<file path="src/rtl/sc_output_timing_gen_if.sv">
// Output-side video bus of the scan converter: line-buffer read address plus
// the delayed timing and active-area position that accompany it.
interface sc_output_timing_gen_if #(
  parameter int unsigned H_W    = 12,
  parameter int unsigned V_W    = 11,
  parameter int unsigned LB_Y_W = 6
);
  logic [H_W-1:0]    lb_xaddr_o;
  logic [LB_Y_W-1:0] lb_yaddr_o;
  logic              HSYNC_o;
  logic              VSYNC_o;
  logic              DE_o;
  logic [H_W-1:0]    xpos_o;
  logic [V_W-1:0]    ypos_o;

  modport master (
    output lb_xaddr_o, lb_yaddr_o, HSYNC_o, VSYNC_o, DE_o, xpos_o, ypos_o
  );
  modport slave (
    input  lb_xaddr_o, lb_yaddr_o, HSYNC_o, VSYNC_o, DE_o, xpos_o, ypos_o
  );
endinterface

</file>
<file path="src/rtl/sc_output_timing_gen.sv">
// Output pixel-clock timing generator: H/V counters, sync/DE, frame lock to the
// input frame strobe, and line-buffer read addressing with repeat/skip/bob.
module sc_output_timing_gen #(
  parameter int unsigned H_W              = 12,
  parameter int unsigned V_W              = 11,
  parameter int unsigned NUM_LINE_BUFFERS = 40,
  parameter int unsigned LB_Y_W           = 6,
  parameter int unsigned RPT_W            = 3,
  parameter int unsigned PP_DELAY         = 3,
  parameter int unsigned LOCK_FRAMES      = 4
) (
  input  logic                PCLK_i,
  input  logic                reset,
  input  logic                frame_change_i,
  input  logic                interlaced_in_i,
  input  logic [H_W-1:0]      h_total,
  input  logic [H_W-1:0]      h_active,
  input  logic [H_W-1:0]      h_backporch,
  input  logic [H_W-1:0]      h_synclen,
  input  logic [V_W-1:0]      v_total,
  input  logic [V_W-1:0]      v_active,
  input  logic [V_W-1:0]      v_backporch,
  input  logic [V_W-1:0]      v_synclen,
  input  logic [V_W-1:0]      v_startline,
  input  logic                v_interlaced,
  input  logic                hsync_pol,
  input  logic                vsync_pol,
  input  logic [H_W-1:0]      x_start_lb,
  input  logic signed [6:0]   y_start_lb,
  input  logic signed [H_W:0] x_offset,
  input  logic [RPT_W-1:0]    x_rpt,
  input  logic [RPT_W-1:0]    y_rpt,
  input  logic                lm_deint_mode,
  output logic                src_fid_o,
  output logic                dst_fid_o,
  output logic                resync_strobe_o,
  output logic                locked_o,
  sc_output_timing_gen_if.master vid
);

  localparam int unsigned LCK_W = $clog2(LOCK_FRAMES + 1);
  localparam logic [LCK_W-1:0] LOCK_MAX = LCK_W'(LOCK_FRAMES);
  localparam logic signed [7:0] NLB = 8'(NUM_LINE_BUFFERS);

  logic [H_W-1:0]   h_cnt, h_half, h_de_start, h_de_end, x_thr;
  logic [V_W-1:0]   v_cnt, vt, vs_prev, v_de_start, v_de_end;
  logic             fc_s1, fc_s2, fc_s3, fc_rise;
  logic [LCK_W-1:0] lock_cnt;
  logic             h_wrap, v_wrap, aligned;
  logic             hs0, vs0, de0, line_start, first_line, skip, bob;
  logic [RPT_W:0]   y_rpt_p1;

  logic [H_W-1:0]    lb_x;
  logic signed [6:0] lb_y;
  logic signed [7:0] ly_sum, ly_adv, ly_mod;
  logic [RPT_W-1:0]  x_ctr, y_ctr;

  logic [2:0]     tp [PP_DELAY];
  logic [H_W-1:0] xp [PP_DELAY];
  logic [V_W-1:0] yp [PP_DELAY];

  always_comb begin
    vt       = v_interlaced ? (v_total >> 1) : v_total;
    h_half   = h_total >> 1;
    h_wrap   = (h_cnt == h_total - 1'b1);
    v_wrap   = (v_interlaced && dst_fid_o) ? (v_cnt == vt) : (v_cnt == vt - 1'b1);
    vs_prev  = (v_startline == '0) ? vt - 1'b1 : v_startline - 1'b1;
    aligned  = (v_cnt == vs_prev) || (v_cnt == v_startline);
    fc_rise  = fc_s2 & ~fc_s3;
    locked_o = (lock_cnt == LOCK_MAX);
  end

  always_ff @(posedge PCLK_i or posedge reset) begin
    if (reset) begin
      fc_s1           <= 1'b0;
      fc_s2           <= 1'b0;
      fc_s3           <= 1'b0;
      h_cnt           <= '0;
      v_cnt           <= '0;
      src_fid_o       <= 1'b1;
      dst_fid_o       <= 1'b1;
      resync_strobe_o <= 1'b0;
      lock_cnt        <= '0;
    end else begin
      fc_s1 <= frame_change_i;
      fc_s2 <= fc_s1;
      fc_s3 <= fc_s2;
      // A misaligned strobe overrides whatever wrap would have happened this cycle
      if (fc_rise && !aligned) begin
        h_cnt           <= '0;
        v_cnt           <= v_startline;
        src_fid_o       <= ~interlaced_in_i | (v_startline < (vt >> 1));
        dst_fid_o       <= ~v_interlaced | (v_startline < (vt >> 1));
        resync_strobe_o <= 1'b1;
        lock_cnt        <= '0;
      end else begin
        if (fc_rise && (lock_cnt != LOCK_MAX))
          lock_cnt <= lock_cnt + 1'b1;
        if (h_wrap) begin
          h_cnt <= '0;
          if (v_wrap) begin
            v_cnt           <= '0;
            src_fid_o       <= interlaced_in_i ? ~src_fid_o : 1'b1;
            dst_fid_o       <= v_interlaced ? ~dst_fid_o : 1'b1;
            resync_strobe_o <= 1'b0;
          end else begin
            v_cnt <= v_cnt + 1'b1;
          end
        end else begin
          h_cnt <= h_cnt + 1'b1;
        end
      end
    end
  end

  always_comb begin
    h_de_start = h_synclen + h_backporch;
    h_de_end   = h_de_start + h_active;
    v_de_start = v_synclen + v_backporch;
    v_de_end   = v_de_start + v_active;
    hs0        = (h_cnt < h_synclen);
    if (dst_fid_o)
      vs0 = (v_cnt < v_synclen) || ((v_cnt == vt) && (h_cnt >= h_half));
    else
      vs0 = (v_cnt < v_synclen - 1'b1) ||
            ((v_cnt == v_synclen - 1'b1) && (h_cnt < h_half));
    de0 = (h_cnt >= h_de_start) && (h_cnt < h_de_end) &&
          (v_cnt >= v_de_start) && (v_cnt < v_de_end);
    line_start = (h_cnt == h_de_start);
    first_line = (v_cnt == v_de_start);
    skip       = &y_rpt;
    bob        = ~lm_deint_mode && (y_rpt != '0) && ~v_interlaced && ~src_fid_o;
    x_thr      = x_offset[H_W] ? '0 : x_offset[H_W-1:0];
    y_rpt_p1   = {1'b0, y_rpt} + 1'b1;
    ly_sum     = 8'(lb_y) + (skip ? 8'sd2 : 8'sd1);
    ly_adv     = (ly_sum >= NLB) ? ly_sum - NLB : ly_sum;
    // lb_y may sit at -1 after a bob start; fold it into the buffer range
    if (lb_y < 0)
      ly_mod = 8'(lb_y) + NLB;
    else if (8'(lb_y) >= NLB)
      ly_mod = 8'(lb_y) - NLB;
    else
      ly_mod = 8'(lb_y);
  end

  always_ff @(posedge PCLK_i or posedge reset) begin
    if (reset) begin
      lb_x  <= '0;
      lb_y  <= '0;
      x_ctr <= '0;
      y_ctr <= '0;
      for (int unsigned i = 0; i < PP_DELAY; i++) begin
        tp[i] <= '0;
        xp[i] <= '0;
        yp[i] <= '0;
      end
    end else begin
      if (line_start) begin
        xp[0] <= '0;
        lb_x  <= x_start_lb;
        x_ctr <= '0;
        if (first_line) begin
          yp[0] <= '0;
          if (bob) begin
            lb_y  <= y_start_lb - 7'sd1;
            y_ctr <= y_rpt_p1[RPT_W:1];
          end else begin
            lb_y  <= y_start_lb + {6'd0, skip & ~dst_fid_o};
            y_ctr <= '0;
          end
        end else begin
          if (yp[0] < v_active)
            yp[0] <= yp[0] + 1'b1;
          if ((y_ctr == y_rpt) || skip) begin
            lb_y  <= ly_adv[6:0];
            y_ctr <= '0;
          end else begin
            y_ctr <= y_ctr + 1'b1;
          end
        end
      end else begin
        if (xp[0] < h_active)
          xp[0] <= xp[0] + 1'b1;
        if (xp[0] >= x_thr) begin
          if (x_ctr == x_rpt) begin
            lb_x  <= lb_x + 1'b1;
            x_ctr <= '0;
          end else begin
            x_ctr <= x_ctr + 1'b1;
          end
        end
      end
      tp[0] <= {hs0, vs0, de0};
      for (int unsigned i = 1; i < PP_DELAY; i++) begin
        tp[i] <= tp[i-1];
        xp[i] <= xp[i-1];
        yp[i] <= yp[i-1];
      end
    end
  end

  always_comb begin
    vid.lb_xaddr_o = lb_x;
    vid.lb_yaddr_o = ly_mod[LB_Y_W-1:0];
    vid.HSYNC_o    = tp[PP_DELAY-1][2] ? hsync_pol : ~hsync_pol;
    vid.VSYNC_o    = tp[PP_DELAY-1][1] ? vsync_pol : ~vsync_pol;
    vid.DE_o       = tp[PP_DELAY-1][0];
    vid.xpos_o     = xp[PP_DELAY-1];
    vid.ypos_o     = yp[PP_DELAY-1];
  end

endmodule

</file>
<file path="src/flat_wrapper.sv">
// flat-port wrapper written by rule: the top's interface ports become plain ports
module sc_output_timing_gen_flat 
#(
  parameter int unsigned H_W              = 12,
  parameter int unsigned V_W              = 11,
  parameter int unsigned NUM_LINE_BUFFERS = 40,
  parameter int unsigned LB_Y_W           = 6,
  parameter int unsigned RPT_W            = 3,
  parameter int unsigned PP_DELAY         = 3,
  parameter int unsigned LOCK_FRAMES      = 4
)
  (PCLK_i, reset, frame_change_i, interlaced_in_i, h_total, h_active, h_backporch, h_synclen, v_total, v_active, v_backporch, v_synclen, v_startline, v_interlaced, hsync_pol, vsync_pol, x_start_lb, y_start_lb, x_offset, x_rpt, y_rpt, lm_deint_mode, src_fid_o, dst_fid_o, resync_strobe_o, locked_o, vid_lb_xaddr_o, vid_lb_yaddr_o, vid_HSYNC_o, vid_VSYNC_o, vid_DE_o, vid_xpos_o, vid_ypos_o);
  sc_output_timing_gen_if #(.H_W(H_W), .V_W(V_W), .LB_Y_W(LB_Y_W)) vid_i ();
  input  logic PCLK_i;
  input  logic reset;
  input  logic frame_change_i;
  input  logic interlaced_in_i;
  input  logic [H_W-1:0] h_total;
  input  logic [H_W-1:0] h_active;
  input  logic [H_W-1:0] h_backporch;
  input  logic [H_W-1:0] h_synclen;
  input  logic [V_W-1:0] v_total;
  input  logic [V_W-1:0] v_active;
  input  logic [V_W-1:0] v_backporch;
  input  logic [V_W-1:0] v_synclen;
  input  logic [V_W-1:0] v_startline;
  input  logic v_interlaced;
  input  logic hsync_pol;
  input  logic vsync_pol;
  input  logic [H_W-1:0] x_start_lb;
  input  logic signed [6:0] y_start_lb;
  input  logic signed [H_W:0] x_offset;
  input  logic [RPT_W-1:0] x_rpt;
  input  logic [RPT_W-1:0] y_rpt;
  input  logic lm_deint_mode;
  output logic src_fid_o;
  output logic dst_fid_o;
  output logic resync_strobe_o;
  output logic locked_o;
  output wire logic [$bits(vid_i.lb_xaddr_o)-1:0] vid_lb_xaddr_o;
  output wire logic [$bits(vid_i.lb_yaddr_o)-1:0] vid_lb_yaddr_o;
  output wire logic [$bits(vid_i.HSYNC_o)-1:0] vid_HSYNC_o;
  output wire logic [$bits(vid_i.VSYNC_o)-1:0] vid_VSYNC_o;
  output wire logic [$bits(vid_i.DE_o)-1:0] vid_DE_o;
  output wire logic [$bits(vid_i.xpos_o)-1:0] vid_xpos_o;
  output wire logic [$bits(vid_i.ypos_o)-1:0] vid_ypos_o;
  assign vid_lb_xaddr_o = vid_i.lb_xaddr_o;
  assign vid_lb_yaddr_o = vid_i.lb_yaddr_o;
  assign vid_HSYNC_o = vid_i.HSYNC_o;
  assign vid_VSYNC_o = vid_i.VSYNC_o;
  assign vid_DE_o = vid_i.DE_o;
  assign vid_xpos_o = vid_i.xpos_o;
  assign vid_ypos_o = vid_i.ypos_o;
  sc_output_timing_gen #(.H_W(H_W), .V_W(V_W), .NUM_LINE_BUFFERS(NUM_LINE_BUFFERS), .LB_Y_W(LB_Y_W), .RPT_W(RPT_W), .PP_DELAY(PP_DELAY), .LOCK_FRAMES(LOCK_FRAMES)) u_core (.PCLK_i(PCLK_i), .reset(reset), .frame_change_i(frame_change_i), .interlaced_in_i(interlaced_in_i), .h_total(h_total), .h_active(h_active), .h_backporch(h_backporch), .h_synclen(h_synclen), .v_total(v_total), .v_active(v_active), .v_backporch(v_backporch), .v_synclen(v_synclen), .v_startline(v_startline), .v_interlaced(v_interlaced), .hsync_pol(hsync_pol), .vsync_pol(vsync_pol), .x_start_lb(x_start_lb), .y_start_lb(y_start_lb), .x_offset(x_offset), .x_rpt(x_rpt), .y_rpt(y_rpt), .lm_deint_mode(lm_deint_mode), .src_fid_o(src_fid_o), .dst_fid_o(dst_fid_o), .resync_strobe_o(resync_strobe_o), .locked_o(locked_o), .vid(vid_i));
endmodule
</file>
<file path="config.mk">
export PLATFORM = sky130hd
export DESIGN_NAME = sc_output_timing_gen_flat
export DESIGN_NICKNAME = d
export VERILOG_FILES = /design/src/rtl/sc_output_timing_gen_if.sv /design/src/rtl/sc_output_timing_gen.sv /design/src/flat_wrapper.sv
export SDC_FILE = /design/constraint.sdc
export NUM_CORES = 1
export LEC_CHECK = 0
export CAP_MARGIN = 25
export CORE_UTILIZATION = 31
export CTS_BUF_LIST = sky130_fd_sc_hd__clkbuf_8 sky130_fd_sc_hd__clkbuf_16
export CTS_CLUSTER_DIAMETER = 120
export CTS_CLUSTER_SIZE = 12
export DETAILED_ROUTE_END_ITERATION = 6
export GPL_ROUTABILITY_DRIVEN = 0
export PLACE_DENSITY = 0.5
export SLEW_MARGIN = 10
export SYNTH_ARGS = -nofsm -noshare
export SYNTH_HDL_FRONTEND = slang
export SYNTH_SLANG_ARGS = --single-unit
export TNS_END_PERCENT = 10
</file>
<file path="constraint.sdc">
create_clock -name PCLK_i -period 5.86 [get_ports PCLK_i]
set_input_delay 1.172 -clock PCLK_i [delete_from_list [all_inputs] [get_ports PCLK_i]]
set_output_delay 1.172 -clock PCLK_i [all_outputs]
set_load 0.01 [all_outputs]
</file>
# After elaboration in Yosys (flattened, before gate mapping)
# Index checks and enable logic that the tools add are counted.
[totals]
ram_bits = 0
latchBits = 0
rom_bits = 0
out_inout_bits = 48
n_memories = 0
register_bits = 135
[classes]
shifts = 0
n_reduce_logical = 31
n_mux = 45
n_addsub = 23
eq_ne = 12
n_bitwise = 12
multipliers = 0
n_div = 0
order_cmp = 16
[ops]
columns = ["cell", "count"]
rows = [
  ["2-to-1 mux 12 bit", 8],
  ["2-to-1 mux 11 bit", 7],
  ["== test 11 bit", 6],
  ["less-than comparator 11 bit", 4],
  ["adder 12 x 1 -> 12 bit, second input constant", 3],
  ["less-than comparator 12 bit", 3],
  ["subtractor 11 x 1 -> 11 bit, second input constant", 3],
  ["2-to-1 mux 7 bit", 4],
  ["adder 12 bit", 2],
  ["== test 12 bit", 2],
  [">= comparator 12 bit", 2],
  ["2-to-1 mux 3 bit", 8],
  ["adder 11 x 1 -> 11 bit, second input constant", 2],
  ["adder 11 bit", 2],
  ["nonzero test 2 bit", 8],
  ["2-to-1 mux 1 bit", 15],
  [">= comparator 12 x 11 -> 1 bit", 1],
  ["less-than comparator 12 x 11 -> 1 bit", 1],
  ["2-to-1 mux 6 bit", 2],
  ["subtractor 12 x 1 -> 12 bit, second input constant", 1],
  [">= comparator 11 bit", 1],
  ["logical AND 1 bit", 11],
  ["zero test 11 bit", 1],
  ["less-than comparator 11 x 10 -> 1 bit", 1],
  ["other kinds (23)", 41],
]

# Depth between registers and ports, before layout
[logic_depth]
word_depth = 9
depth_mapped = 22

# Least setup slack after synthesis
# Ideal clock, no wire load.
[synth_timing]
path_kind = "input -> register"
startpoint = "in h_backporch[0]"
endpoint = "reg u_core.yp[27] (netlist bit)"
path_slack_ns = 0.201
arrival_time_ns = 5.522
stages = 20
setup_ns = 0.137
n_path_buf = 1
cell_sequence = "ha_1 > fa_1 > a21o_1 > a21oi_1 > o21bai_1 > a21oi_1 > o21bai_1 > a21oi_1 > o21bai_1 > a21oi_1 > xor2_1 > ha_1 > nand4_1 > nor4_1 > nand2_1 > o41a_1 > clkbuf_1 > nor3_1 > xnor2_1 > nor2_1"
[synth_between]
elab_chain_cells = 3
[synth_rtl]
columns = ["item", "line", "rtl"]
rows = [
  ["start: declaration", "flat_wrapper.sv:20", "input logic [H_W-1:0] h_backporch;"],
  ["adder 12 bit", "sc_output_timing_gen.sv:117", "h_de_start = h_synclen + h_backporch;"],
  ["== test 12 bit", "sc_output_timing_gen.sv:129", "line_start = (h_cnt == h_de_start);"],
  ["AND reduction 2 bit (no line)", "--", ""],
  ["end signal: indexed assignment", "sc_output_timing_gen.sv:197", "yp[i] <= yp[i-1];"],
  ["end: declaration", "sc_output_timing_gen.sv:60", "logic [V_W-1:0] yp [PP_DELAY];"],
]
# Every way passes these cells.
# A chain may end at the register's enable or synchronous reset.

# Final worst setup path
[layout_timing]
startpoint = "in h_synclen[0]"
endpoint = "reg u_core.yp[25] (netlist bit)"
[layout_between]
elab_chain_cells = 3
[layout_rtl]
columns = ["item", "line", "rtl"]
rows = [
  ["start: declaration", "flat_wrapper.sv:21", "input logic [H_W-1:0] h_synclen;"],
  ["adder 12 bit", "sc_output_timing_gen.sv:117", ""],
  ["== test 12 bit", "sc_output_timing_gen.sv:129", ""],
  ["AND reduction 2 bit (no line)", "--", ""],
]
# Every way passes these cells.

==> metrics <==
Worst Hold End u_core.vid.xpos_o[11]$_DFF_PP0_; die footprint 0.0431 mm^2; grt total ovfl 0; Static Leak around 7.3 nW; Slowest Stage Delay on Critical Path approximately 0.45 ns; die height roughly 210 um; Place WS -0.0382 ns; antenna cells 0; crit path time final ~5.4 ns; die width a little over 200 um; CP max stage cell o41a_1; CTS tree yes; most frequent cells in the layout 198 x ha_1, 196 x clkdlybuf4s50_1, 138 x inv_1; Filler cells about 4,000; I/O pin total a little under 200; ratio of cells with drive above 1 in the final layout around 6%; MaxCap Viol Count 0; worst-path fanout max 5; Yosys warning count 0; vias per cell between 5 and 6; clock slew at reported path FFs 0.06 ns; measured slew at the worst slew-check pin between 0.9 and 1 ns; router iterations before antenna repair 7; CP cell instances clkdlybuf4s50_1 -> ha_1 -> fa_1 -> a21o_1 -> a21oi_1 -> o21bai_1 -> a21oi_1 -> buf_4 -> o21bai_1 -> a21oi_1 -> o21bai_1 -> a21oi_1 -> xor2_1 -> ha_1 -> nand4_1 -> nor4_2 -> buf_4 -> nand2_1 -> o41a_1 -> buf_4 -> or3_1 -> a21oi_1; clk sinks around 140; post-route clock period utilization between 90% and 100%; Iter 0 DRT Violations between 600 and 700; power density over the cells 246 mW/mm^2; share of synthesized flip-flops with an asynchronous set or reset 100%; Setup Fix Bufs, Post-CTS 0; sequential area share after synthesis between 20 and 30%; DP HPWL slightly above 30,000 um; initial core utilization between 30% and 40%; status finished with violations; cells after synthesis ~1,500; number of flops mapped to enable cells by yosys 0; CTS H-tree depth 4; final instance area roughly 0.016 mm^2; R2R Setup Slk 2.30 ns; Clock Path Buffers 2; CP Capture Type register; R2R Path Start u_core.xp[25]$_DFFE_PP0P_; Synth Register Bits roughly 140; Clock Tree Root clkbuf_16; Synth cell types between 70 and 80; Worst-Skew Late Latency roughly 0.44 ns; Max Slew Vio Count 0; Final ANT Viol Nets 0; Synth area leader dfrtp_1; Layout area overhead 23.9%; CP dominant cell by count a21oi_1; RR Endpoint u_core.xp[31]$_DFFE_PP0P_; worst setup path category in2reg; final worst setup slack 0.478 ns; CP required 6.22 ns; nets@finish 2,070; top area cells in the synthesized netlist dfrtp_1 25%, ha_1 19%, xnor2_1 5.6%; total track usage between 15 and 20%; Worst Hold Launch u_core.xp[23]$_DFF_PP0_; Synth top area share around a quarter; Synth Net Count ~1,900; leading cell type in the layout, fill and taps excluded ha_1; Fmax achieved between 0.15 and 0.2 GHz; Peak VDD IR about 0.00019 V; Post-Route WL ~38,000 um; hold path depth 0; final hold vios 0; Core Area 0.0412 mm^2; vias in the first global route around 11,000; synthesized area per cell around 8.6 um^2; Slew headroom a little over a third; failing checks DRC; vias between 10,000 and 15,000; I/O Buffers about 200; WL/cell ~17 um; RSZ-0062 raised after global routing no; Min-Delay Path Class reg2reg; WP data arrival around 5.7 ns; DP Area roughly 0.016 mm^2; num rows 74; CTS Buf Count 17; worst-case clock skew approximately 0.010 ns; Worst Reg2Reg Path Length in Cells 10; Synth Flop Type dfrtp_1; pin count of the biggest net entering global routing 55; first-pass GRT wire length 60,800 um; startpoint types input pin; # setup viols final 0; setup TNS 0 ns; Cell Area, Synth 0.0131 mm^2; drt drc 5; antenna violations before repair 0
[stage by stage]
step                instances  hold WS (ns)  power, W  utilization, %
floorplan                1528         0.331   0.00244               -
global placement         2230         0.333   0.00297            38.0
detailed placement       2230         0.335   0.00301            38.0
CTS                      2261         0.349   0.00404            39.3
global route             2262         0.357   0.00434            39.4
finish                   2262         0.347   0.00400            39.4
[flip-flops by register name, indices dropped and copies added, names as in the netlist]
signal / count
u_core.vid.lb_xaddr_o: 12
u_core.vid.ypos_o: 11
u_core.xp: 24
u_core.v_cnt: 11
u_core.resync_strobe_o: 1
u_core.vid.DE_o: 1
u_core.fc_s2: 1
u_core.y_ctr: 3
u_core.fc_s1: 1
u_core.vid.xpos_o: 12
u_core.lock_cnt: 3
u_core.yp: 22
u_core.h_cnt: 12
u_core.tp: 8
u_core.src_fid_o: 1
u_core.dst_fid_o: 1
u_core.fc_s3: 1
u_core.x_ctr: 3
u_core.lb_y: 7
[routing by layer]
metal	GRT usage, %	wire length [um]	part of all wire [%]	up-vias
li1	-	-	-	5806
met1	23.3	18000	48	5308
met2	29.8	17700	47	240
met3	2.92	1420	3.7	41
met4	5.15	708	1.9	0
met5	0	0	0	-
[critical path: cells and delay by family]
family | cells | cell delay, ns
xor gates and xnor gates | 1 | 0.11
buffers and inverters | 4 | 0.91
and+or+nand+nor | 4 | 0.85
adders and majority gates | 3 | 0.91
AOI/OAI and AO/OA | 10 | 1.78
[how the worst max path moves through the flow]
stage,startpoint,to,slack (ns),depth (start not counted)
after floorplan,h_backporch[0],u_core.yp[27]$_DFFE_PP0P_,0.20,20
after global placement,v_synclen[0],u_core.tp[6]$_DFF_PP0_,0.08,21
after detailed placement,v_synclen[0],u_core.tp[6]$_DFF_PP0_,-0.04,21
after CTS,v_synclen[0],u_core.tp[6]$_DFF_PP0_,0.42,21
after global routing,v_synclen[0],u_core.tp[6]$_DFF_PP0_,0.02,21
final,h_synclen[0],u_core.yp[25]$_DFFE_PP0P_,0.48,22
[cell families (layout without fill, tap and decap cells)]
logic type,after synthesis,in the layout,share of synthesized area (%)
mux,28,28,2.24
simple gates,456,456,17.8
fa+ha+maj,203,203,19.7
compound gates,353,353,17.6
buf+inv,204,406,6.86
flops,135,135,25.8
xor+xnor,149,149,9.97
[cells in the mapped netlist (9+ instances only)]
library cell,n
nand3_1,43
mux2i_1,21
xor2_1,65
a21oi_1,90
o21a_1,15
a21o_1,44
or3_1,17
nor4_1,18
nor3_1,36
clkbuf_1,31
o31ai_1,10
nand2_1,109
o211ai_1,11
xnor2_1,84
o21ai_1,9
nor2b_1,23
a31oi_1,10
and3_1,12
nor2_1,96
ha_1,198
or4_1,14
buf_4,26
dfrtp_1,133
nand4_1,20
inv_1,138
o21ai_0,70
or2_2,11
a22oi_1,9
o22ai_1,9
nand2b_1,32
[layout make-up]
class	count	area (um^2)	share of cell area, %
multi-input combinational	1189	8820	54.4
sequential	135	3380	20.8
timing repair buffer	237	2280	14.1
tap	532	666	4.10
inverter	138	523	3.22
clock buffer	20	467	2.88
clock inverter	11	76.3	0.471
[where the power goes]
| part | internal, W | switching (W) | leakage [nW] | total, W |
|---|---|---|---|---|
| registers | 0.00111 | 0.000209 | 1.66 | 0.00132 |
| clock network | 0.000570 | 0.000432 | 0.265 | 0.00100 |
| logic | 0.000828 | 0.000847 | 5.42 | 0.00168 |
| total | 0.00251 | 0.00149 | 7.34 | 0.00400 |
[repair_timing]
action	4_1_cts	5_1_grt
resized for setup	0	1
hold buffers	0	0
setup endpoints to repair	0	1
Note: power is estimated with default switching activity, not from simulation.
